<file path="src/rtl/apb_pkg.sv">
// Types and helpers shared by the APB master and completer.
// Holds the transfer FSM states, the wait-counter width and byte-lane masking.
package apb_pkg;

    typedef enum logic [1:0] {
        IDLE   = 2'd0,
        ACCESS = 2'd1,
        DONE   = 2'd2
    } apb_state_e;

    localparam int unsigned CNT_W = 4;

    // Expands one strobe bit per byte lane into a full-width bit mask.
    function automatic logic [63:0] byte_lane_mask(input logic [7:0] strb);
        logic [63:0] mask;
        mask = '0;
        for (int i = 0; i < 8; i++) begin
            mask[i*8 +: 8] = {8{strb[i]}};
        end
        return mask;
    endfunction

endpackage

</file>
<file path="src/rtl/apb_reg_bank.sv">
// Register storage for the APB register file: byte-strobed writes and a
// one-cycle write pulse per register, both visible the cycle after the commit.
module apb_reg_bank
    import apb_pkg::*;
#(
    parameter int DATA_WIDTH = 32,
    parameter int NUM_REGS   = 16,
    parameter int IDX_W      = 4
) (
    input  logic                           clk,
    input  logic                           rst_n,
    input  logic                           we_i,
    input  logic [IDX_W-1:0]               idx_i,
    input  logic [DATA_WIDTH-1:0]          wdata_i,
    input  logic [DATA_WIDTH/8-1:0]        strb_i,
    output logic [NUM_REGS*DATA_WIDTH-1:0] regs_o,
    output logic [NUM_REGS-1:0]            wr_pulse_o
);

    logic [NUM_REGS*DATA_WIDTH-1:0] regs_q, regs_d;
    logic [NUM_REGS-1:0]            pulse_q, pulse_d;
    logic [DATA_WIDTH-1:0]          lane_mask;

    always_comb begin
        regs_d    = regs_q;
        pulse_d   = '0;
        lane_mask = DATA_WIDTH'(byte_lane_mask(8'(strb_i)));
        // The range guard only matters when NUM_REGS is not a power of two.
        if (we_i && (int'(idx_i) < NUM_REGS)) begin
            regs_d[idx_i*DATA_WIDTH +: DATA_WIDTH] =
                (regs_q[idx_i*DATA_WIDTH +: DATA_WIDTH] & ~lane_mask) |
                (wdata_i & lane_mask);
            pulse_d[idx_i] = 1'b1;
        end
    end

    always_ff @(posedge clk or negedge rst_n) begin
        if (!rst_n) begin
            regs_q  <= '0;
            pulse_q <= '0;
        end else begin
            regs_q  <= regs_d;
            pulse_q <= pulse_d;
        end
    end

    assign regs_o     = regs_q;
    assign wr_pulse_o = pulse_q;

endmodule

</file>
<file path="src/rtl/apb_slave_regfile.sv">
// APB4 completer mapping transfers onto a bank of word-sized registers, with
// configurable wait states and PSLVERR on misaligned or out-of-range addresses.
module apb_slave_regfile
    import apb_pkg::*;
#(
    parameter int                    ADDR_WIDTH  = 32,
    parameter int                    DATA_WIDTH  = 32,
    parameter int                    NUM_REGS    = 16,
    parameter logic [ADDR_WIDTH-1:0] BASE_ADDR   = '0,
    parameter int                    WAIT_CYCLES = 0
) (
    input  logic                           pclk_i,
    input  logic                           prstn_i,
    input  logic [ADDR_WIDTH-1:0]          paddr_i,
    input  logic [2:0]                     pprot_i,
    input  logic                           psel_i,
    input  logic                           penable_i,
    input  logic                           pwrite_i,
    input  logic [DATA_WIDTH-1:0]          pwdata_i,
    input  logic [DATA_WIDTH/8-1:0]        pstrb_i,
    output logic                           pready_o,
    output logic [DATA_WIDTH-1:0]          prdata_o,
    output logic                           pslverr_o,
    output logic [NUM_REGS*DATA_WIDTH-1:0] regs_o,
    output logic [NUM_REGS-1:0]            wr_pulse_o
);

    localparam int STRB_W     = DATA_WIDTH / 8;
    localparam int LANE_SHIFT = $clog2(STRB_W);
    localparam int IDX_W      = (NUM_REGS > 1) ? $clog2(NUM_REGS) : 1;

    apb_state_e              state_q, state_d;
    logic [CNT_W-1:0]        cnt_q, cnt_d;
    logic                    write_q, write_d;
    logic [DATA_WIDTH-1:0]   wdata_q, wdata_d;
    logic [STRB_W-1:0]       strb_q, strb_d;
    logic                    err_q, err_d;
    logic [IDX_W-1:0]        idx_q, idx_d;

    logic [ADDR_WIDTH-1:0]   offset;
    logic [ADDR_WIDTH-1:0]   index_full;
    logic                    dec_err;
    logic                    setup;
    logic                    pready;
    logic                    commit;
    logic [DATA_WIDTH-1:0]   rd_word;
    logic                    unused_prot;

    assign unused_prot = ^pprot_i;

    // Unsigned wrap makes addresses below the base land far out of range.
    always_comb begin
        offset     = paddr_i - BASE_ADDR;
        index_full = offset >> LANE_SHIFT;
        dec_err    = (index_full >= ADDR_WIDTH'(NUM_REGS)) ||
                     (offset[LANE_SHIFT-1:0] != '0);
    end

    assign setup = psel_i & ~penable_i;

    always_comb begin
        state_d = state_q;
        cnt_d   = cnt_q;
        write_d = write_q;
        wdata_d = wdata_q;
        strb_d  = strb_q;
        err_d   = err_q;
        idx_d   = idx_q;
        pready  = 1'b0;

        case (state_q)
            IDLE: begin
                if (setup) state_d = ACCESS;
            end
            ACCESS: begin
                pready = psel_i & penable_i & (cnt_q == '0);
                if (!psel_i) begin
                    state_d = IDLE;
                end else if (pready) begin
                    state_d = DONE;
                end else if (penable_i && (cnt_q != '0)) begin
                    cnt_d = cnt_q - 1'b1;
                end
            end
            DONE: begin
                state_d = setup ? ACCESS : IDLE;
            end
            default: state_d = IDLE;
        endcase

        // A setup phase seen in IDLE or DONE captures the whole request.
        if ((state_q != ACCESS) && setup) begin
            cnt_d   = CNT_W'(WAIT_CYCLES);
            write_d = pwrite_i;
            wdata_d = pwdata_i;
            strb_d  = pstrb_i;
            err_d   = dec_err;
            idx_d   = index_full[IDX_W-1:0];
        end
    end

    always_ff @(posedge pclk_i or negedge prstn_i) begin
        if (!prstn_i) begin
            state_q <= IDLE;
            cnt_q   <= '0;
            write_q <= 1'b0;
            wdata_q <= '0;
            strb_q  <= '0;
            err_q   <= 1'b0;
            idx_q   <= '0;
        end else begin
            state_q <= state_d;
            cnt_q   <= cnt_d;
            write_q <= write_d;
            wdata_q <= wdata_d;
            strb_q  <= strb_d;
            err_q   <= err_d;
            idx_q   <= idx_d;
        end
    end

    assign commit = pready & write_q & ~err_q;

    apb_reg_bank #(
        .DATA_WIDTH (DATA_WIDTH),
        .NUM_REGS   (NUM_REGS),
        .IDX_W      (IDX_W)
    ) u_reg_bank (
        .clk        (pclk_i),
        .rst_n      (prstn_i),
        .we_i       (commit),
        .idx_i      (idx_q),
        .wdata_i    (wdata_q),
        .strb_i     (strb_q),
        .regs_o     (regs_o),
        .wr_pulse_o (wr_pulse_o)
    );

    assign rd_word   = regs_o[idx_q*DATA_WIDTH +: DATA_WIDTH];
    assign pready_o  = pready;
    assign pslverr_o = pready & err_q;
    assign prdata_o  = (pready && !err_q) ? rd_word : '0;

endmodule

</file>
<file path="config.mk">
export PLATFORM = sky130hd
export DESIGN_NAME = apb_slave_regfile
export DESIGN_NICKNAME = d
export VERILOG_FILES = /design/src/rtl/apb_pkg.sv /design/src/rtl/apb_reg_bank.sv /design/src/rtl/apb_slave_regfile.sv
export SDC_FILE = /design/constraint.sdc
export NUM_CORES = 1
export LEC_CHECK = 0
export CAP_MARGIN = 10
export CELL_PAD_IN_SITES_DETAIL_PLACEMENT = 0
export CELL_PAD_IN_SITES_GLOBAL_PLACEMENT = 1
export CORE_ASPECT_RATIO = 0.5
export CORE_MARGIN = 2
export CORE_UTILIZATION = 41
export CTS_CLUSTER_SIZE = 10
export DETAILED_ROUTE_END_ITERATION = 8
export GPL_TIMING_DRIVEN = 0
export HOLD_SLACK_MARGIN = 0.05
export PLACE_DENSITY_LB_ADDON = 0.1
export REMOVE_ABC_BUFFERS = 1
export SYNTH_ARGS = -nofsm -noshare
export SYNTH_HDL_FRONTEND = slang
export SYNTH_HIERARCHICAL = 1
export SYNTH_SLANG_ARGS = --single-unit
</file>
<file path="constraint.sdc">
create_clock -name pclk_i -period 3.7 [get_ports pclk_i]
set_input_delay 0.925 -clock pclk_i [delete_from_list [all_inputs] [get_ports pclk_i]]
set_output_delay 0.925 -clock pclk_i [all_outputs]
set_load 0.01 [all_outputs]
</file>
==> out/metrics.csv <==
stage;metric;value;unit
worst_setup_path;r2r_setup_slack;70;ps
timing;timing.final.ws_setup;-255;ps
timing;finalSetupTns;-5080;ps
worst_setup_path;crit_buf_inv;4;
clocking;clk_path_buf_depth;3;
grt;overflow;0;
finish;drive_gt1_frac;0.184;
grt;grt_pass1_vias;28227;
power;power;17.4;mW
floorplan;std_cell_rows;71;
synthesis;synth_seq_area_share;0.455;
floorplan;start_util;0.418;
placement;port_buffers;634;
grt;grt_pass1_wl;205000;um
synthesis;synth_edf_count;0;
clocking;clk_latency;620;ps
power;p_per_area;407;nW/um2
synthesis;yosys_most_used_dff;dfrtp_1;
power;peakVddDrop;0.352;mV
finish;fillers;6377;
worst_setup_path;critPathLaunchType;register;
worst_setup_path;cp-end-kind;output pin;
timing;worst_pin_slew;1340;ps
power;p_leak;16.8;nW
floorplan;core_area;75800;um2
synthesis;ys_seq_elements;576;
worst_setup_path;path_class;reg2out;
worst_setup_path;worstPathRequired;2770;ps
worst_setup_path;cp_slowest_cell;or3_4;
worst_setup_path;path_cells;inv_2, ha_4, or3b_4, or3_4, nor3b_4, buf_6, buf_12, a221o_1, buf_2;
synthesis;netlist_area;31700;um2
grt;track_usage;0.350;
clocking;cts_made_buffers;67;
detailed_routing;vias;28865;
detailed_routing;drt_drc_violations_left;0;
status;status;complete, but fails checks;
status;violations;setup timing;
synthesis;async_flop_share;1.00;
synthesis;synthCells;2825;
finish;nets;3466;
timing;period_share;1.07;
timing;rsz0062_at_grt;yes;
worst_setup_path;crit_arrival;3030;ps
floorplan;die_w;397;um
placement;hpwl;92800;um
timing;period_needed;3960;ps
timing;hold_viol_final;0;
clocking;path_clk_slew;60;ps
timing;finalSetupViolations;31;
finish;syn_to_final_growth;34.8;%
floorplan;die-area;79600;um2
synthesis;synth.distinct_cells;55;
clocking;cts.sinks;576;
floorplan;fp.dieH;201;um
timing;max-slew-margin-rel;0.105;
worst_setup_path;worst_path_largest_cell_delay;410;ps
timing;slew_violations;0;
grt;grt_max_degree;116;
floorplan;num_io_pins;638;
detailed_routing;dr.pass1.iters;6;
clocking;htreeDepth;3;
clocking;cts_root_buf;clkbuf_16;
detailed_routing;drt_wl_total;145000;um
synthesis;synth_area_per_cell;11.2;um2
detailed_routing;wire_per_inst;32.8;um
finish;seqCellArea;14400;um2
finish;multi_input_area;16000;um2
placement;gp_congestion;0.825;
timing;skew;34.3;ps
worst_hold_path;hold_path_class;in2async;
worst_setup_path;critPathTopFamily;simple AND/OR/NAND/NOR gates;
grt;antenna_found_initial;3;
detailed_routing;drt_iter0_markers;3617;
flow_run;drv_cap;0;
detailed_routing;routed_via_density;6.53;
worst_setup_path;worstPathMaxFanout;8;
detailed_routing;postRouteAntennaNets;0;
clocking;cts_tree;done;
timing;max_freq;0.253;GHz
synthesis;yosys_warnings;6;
## synth_stat cells (33+ instances only)
library cell	count	area share
mux4_2	224	0.16
mux2_2	64	0.023
nand2_1	669	0.079
nor2b_1	71	0.014
nand4_1	100	0.020
and3_1	33	0.0065
nand2b_1	34	0.0067
buf_4	34	0.0081
o41ai_1	64	0.018
clkbuf_1	146	0.017
buf_2	87	0.014
a221oi_1	33	0.0091
o2bb2ai_1	96	0.027
dfrtp_1	576	0.46
o31ai_1	330	0.078
## cell type report
cell class,instances,area share
Inverter,9,0.000879
Clock buffer,78,0.0425
Sequential cell,576,0.338
Clock inverter,1,0.000205
Antenna cell,6,0.000352
Multi-Input combinational cell,1932,0.375
Tap cell,1022,0.0300
Timing Repair Buffer,797,0.213
## report_power, final
| part | switching, mW | internal (mW) | total [mW] |
|---|---|---|---|
| Combinational | 3.07 | 1.57 | 4.65 |
| Sequential | 0.268 | 6.44 | 6.70 |
| Clock | 2.63 | 3.41 | 6.04 |
## sequential cells by signal, indices dropped and copies added (netlist names)
| register | flops |
|---|---|
| strb_q | 4 |
| write_q | 1 |
| cnt_q | 4 |
| wdata_q | 32 |
| err_q | 1 |
| idx_q | 4 |
| u_reg_bank/wr_pulse_o | 16 |
| u_reg_bank/regs_o | 512 |
| state_q | 2 |
## per-stage QoR
| step | std cells | cell area (um2) | worst slack (ps) | utilization | hold WS [ps] |
|---|---|---|---|---|---|
| 4_1_cts | 4390 | 42300 | -363 | 0.558 | 315 |
| 3_3_place_gp | 4168 | 37700 | -26800 | 0.497 | 452 |
| 2_1_floorplan | 2512 | 30000 | -9080 | - | 440 |
| 3_5_place_dp | 4255 | 39700 | -2080 | 0.524 | 477 |
| 6_report | 4421 | 42700 | -255 | 0.563 | 283 |
| 5_1_grt | 4418 | 42700 | -337 | 0.563 | 332 |
## per-layer routing
| metal | global-route usage | vias to the layer above | wire (um) |
|---|---|---|---|
| met2 | 0.556 | 1769 | 67600 |
| met1 | 0.478 | 14897 | 57500 |
| met3 | 0.0671 | 326 | 14100 |
| met4 | 0.127 | 0 | 5740 |
| met5 | 0 | - | 0 |
| li1 | - | 11873 | - |
## cells by family after synthesis
group           Yosys count  share of synthesized area
buf+inv                 322                     0.0522
fa+ha+maj                 7                    0.00277
compound gates          627                      0.158
simple gates            971                      0.139
xor+xnor                  2                   0.000791
flops                   576                      0.455
mux                     320                      0.192
## cell usage in the layout (no fill, tap or decap), drive strengths merged, types with 11 or more instances in the layout
| cell type | count |
|---|---|
| a221oi | 33 |
| nand4 | 100 |
| buf | 183 |
| nand3 | 11 |
| mux4 | 224 |
| nand2b | 34 |
| dfrtp | 576 |
| a22oi | 32 |
| clkbuf | 87 |
| o31ai | 330 |
| a221o | 31 |
| nor2 | 21 |
| o2bb2ai | 96 |
| and3 | 33 |
| mux2 | 64 |
| o21ai | 26 |
| o41ai | 64 |
| nand2 | 669 |
| mux2i | 32 |
| nor2b | 71 |
| clkdlybuf4s50 | 599 |
## timing repair
| action | CTS | global route |
|---|---|---|
| hold buffers | 0 | 0 |
| pin swaps | 30 | 26 |
| endpoints found under the hold margin | 0 | 0 |
| gates cloned | 8 | 9 |
| gates resized for setup | 159 | 40 |
| setup endpoints to repair | 544 | 86 |
| setup buffers | 49 | 19 |
## final timing paths
kind / cells after the start / from / endpoint
max: 9 / cnt_q[1] / prdata_o[23]
min: 1 / prstn_i / u_reg_bank/regs_o[486]
max reg2reg: 11 / cnt_q[1] / u_reg_bank/regs_o[108]
min reg2reg: 1 / state_q[1] / state_q[0]
max in group asynchronous: 3 / prstn_i / u_reg_bank/wr_pulse_o[9]
min in group pclk_i: 1 / state_q[1] / state_q[0]
No activity file was read; power rests on OpenSTA's default activity.
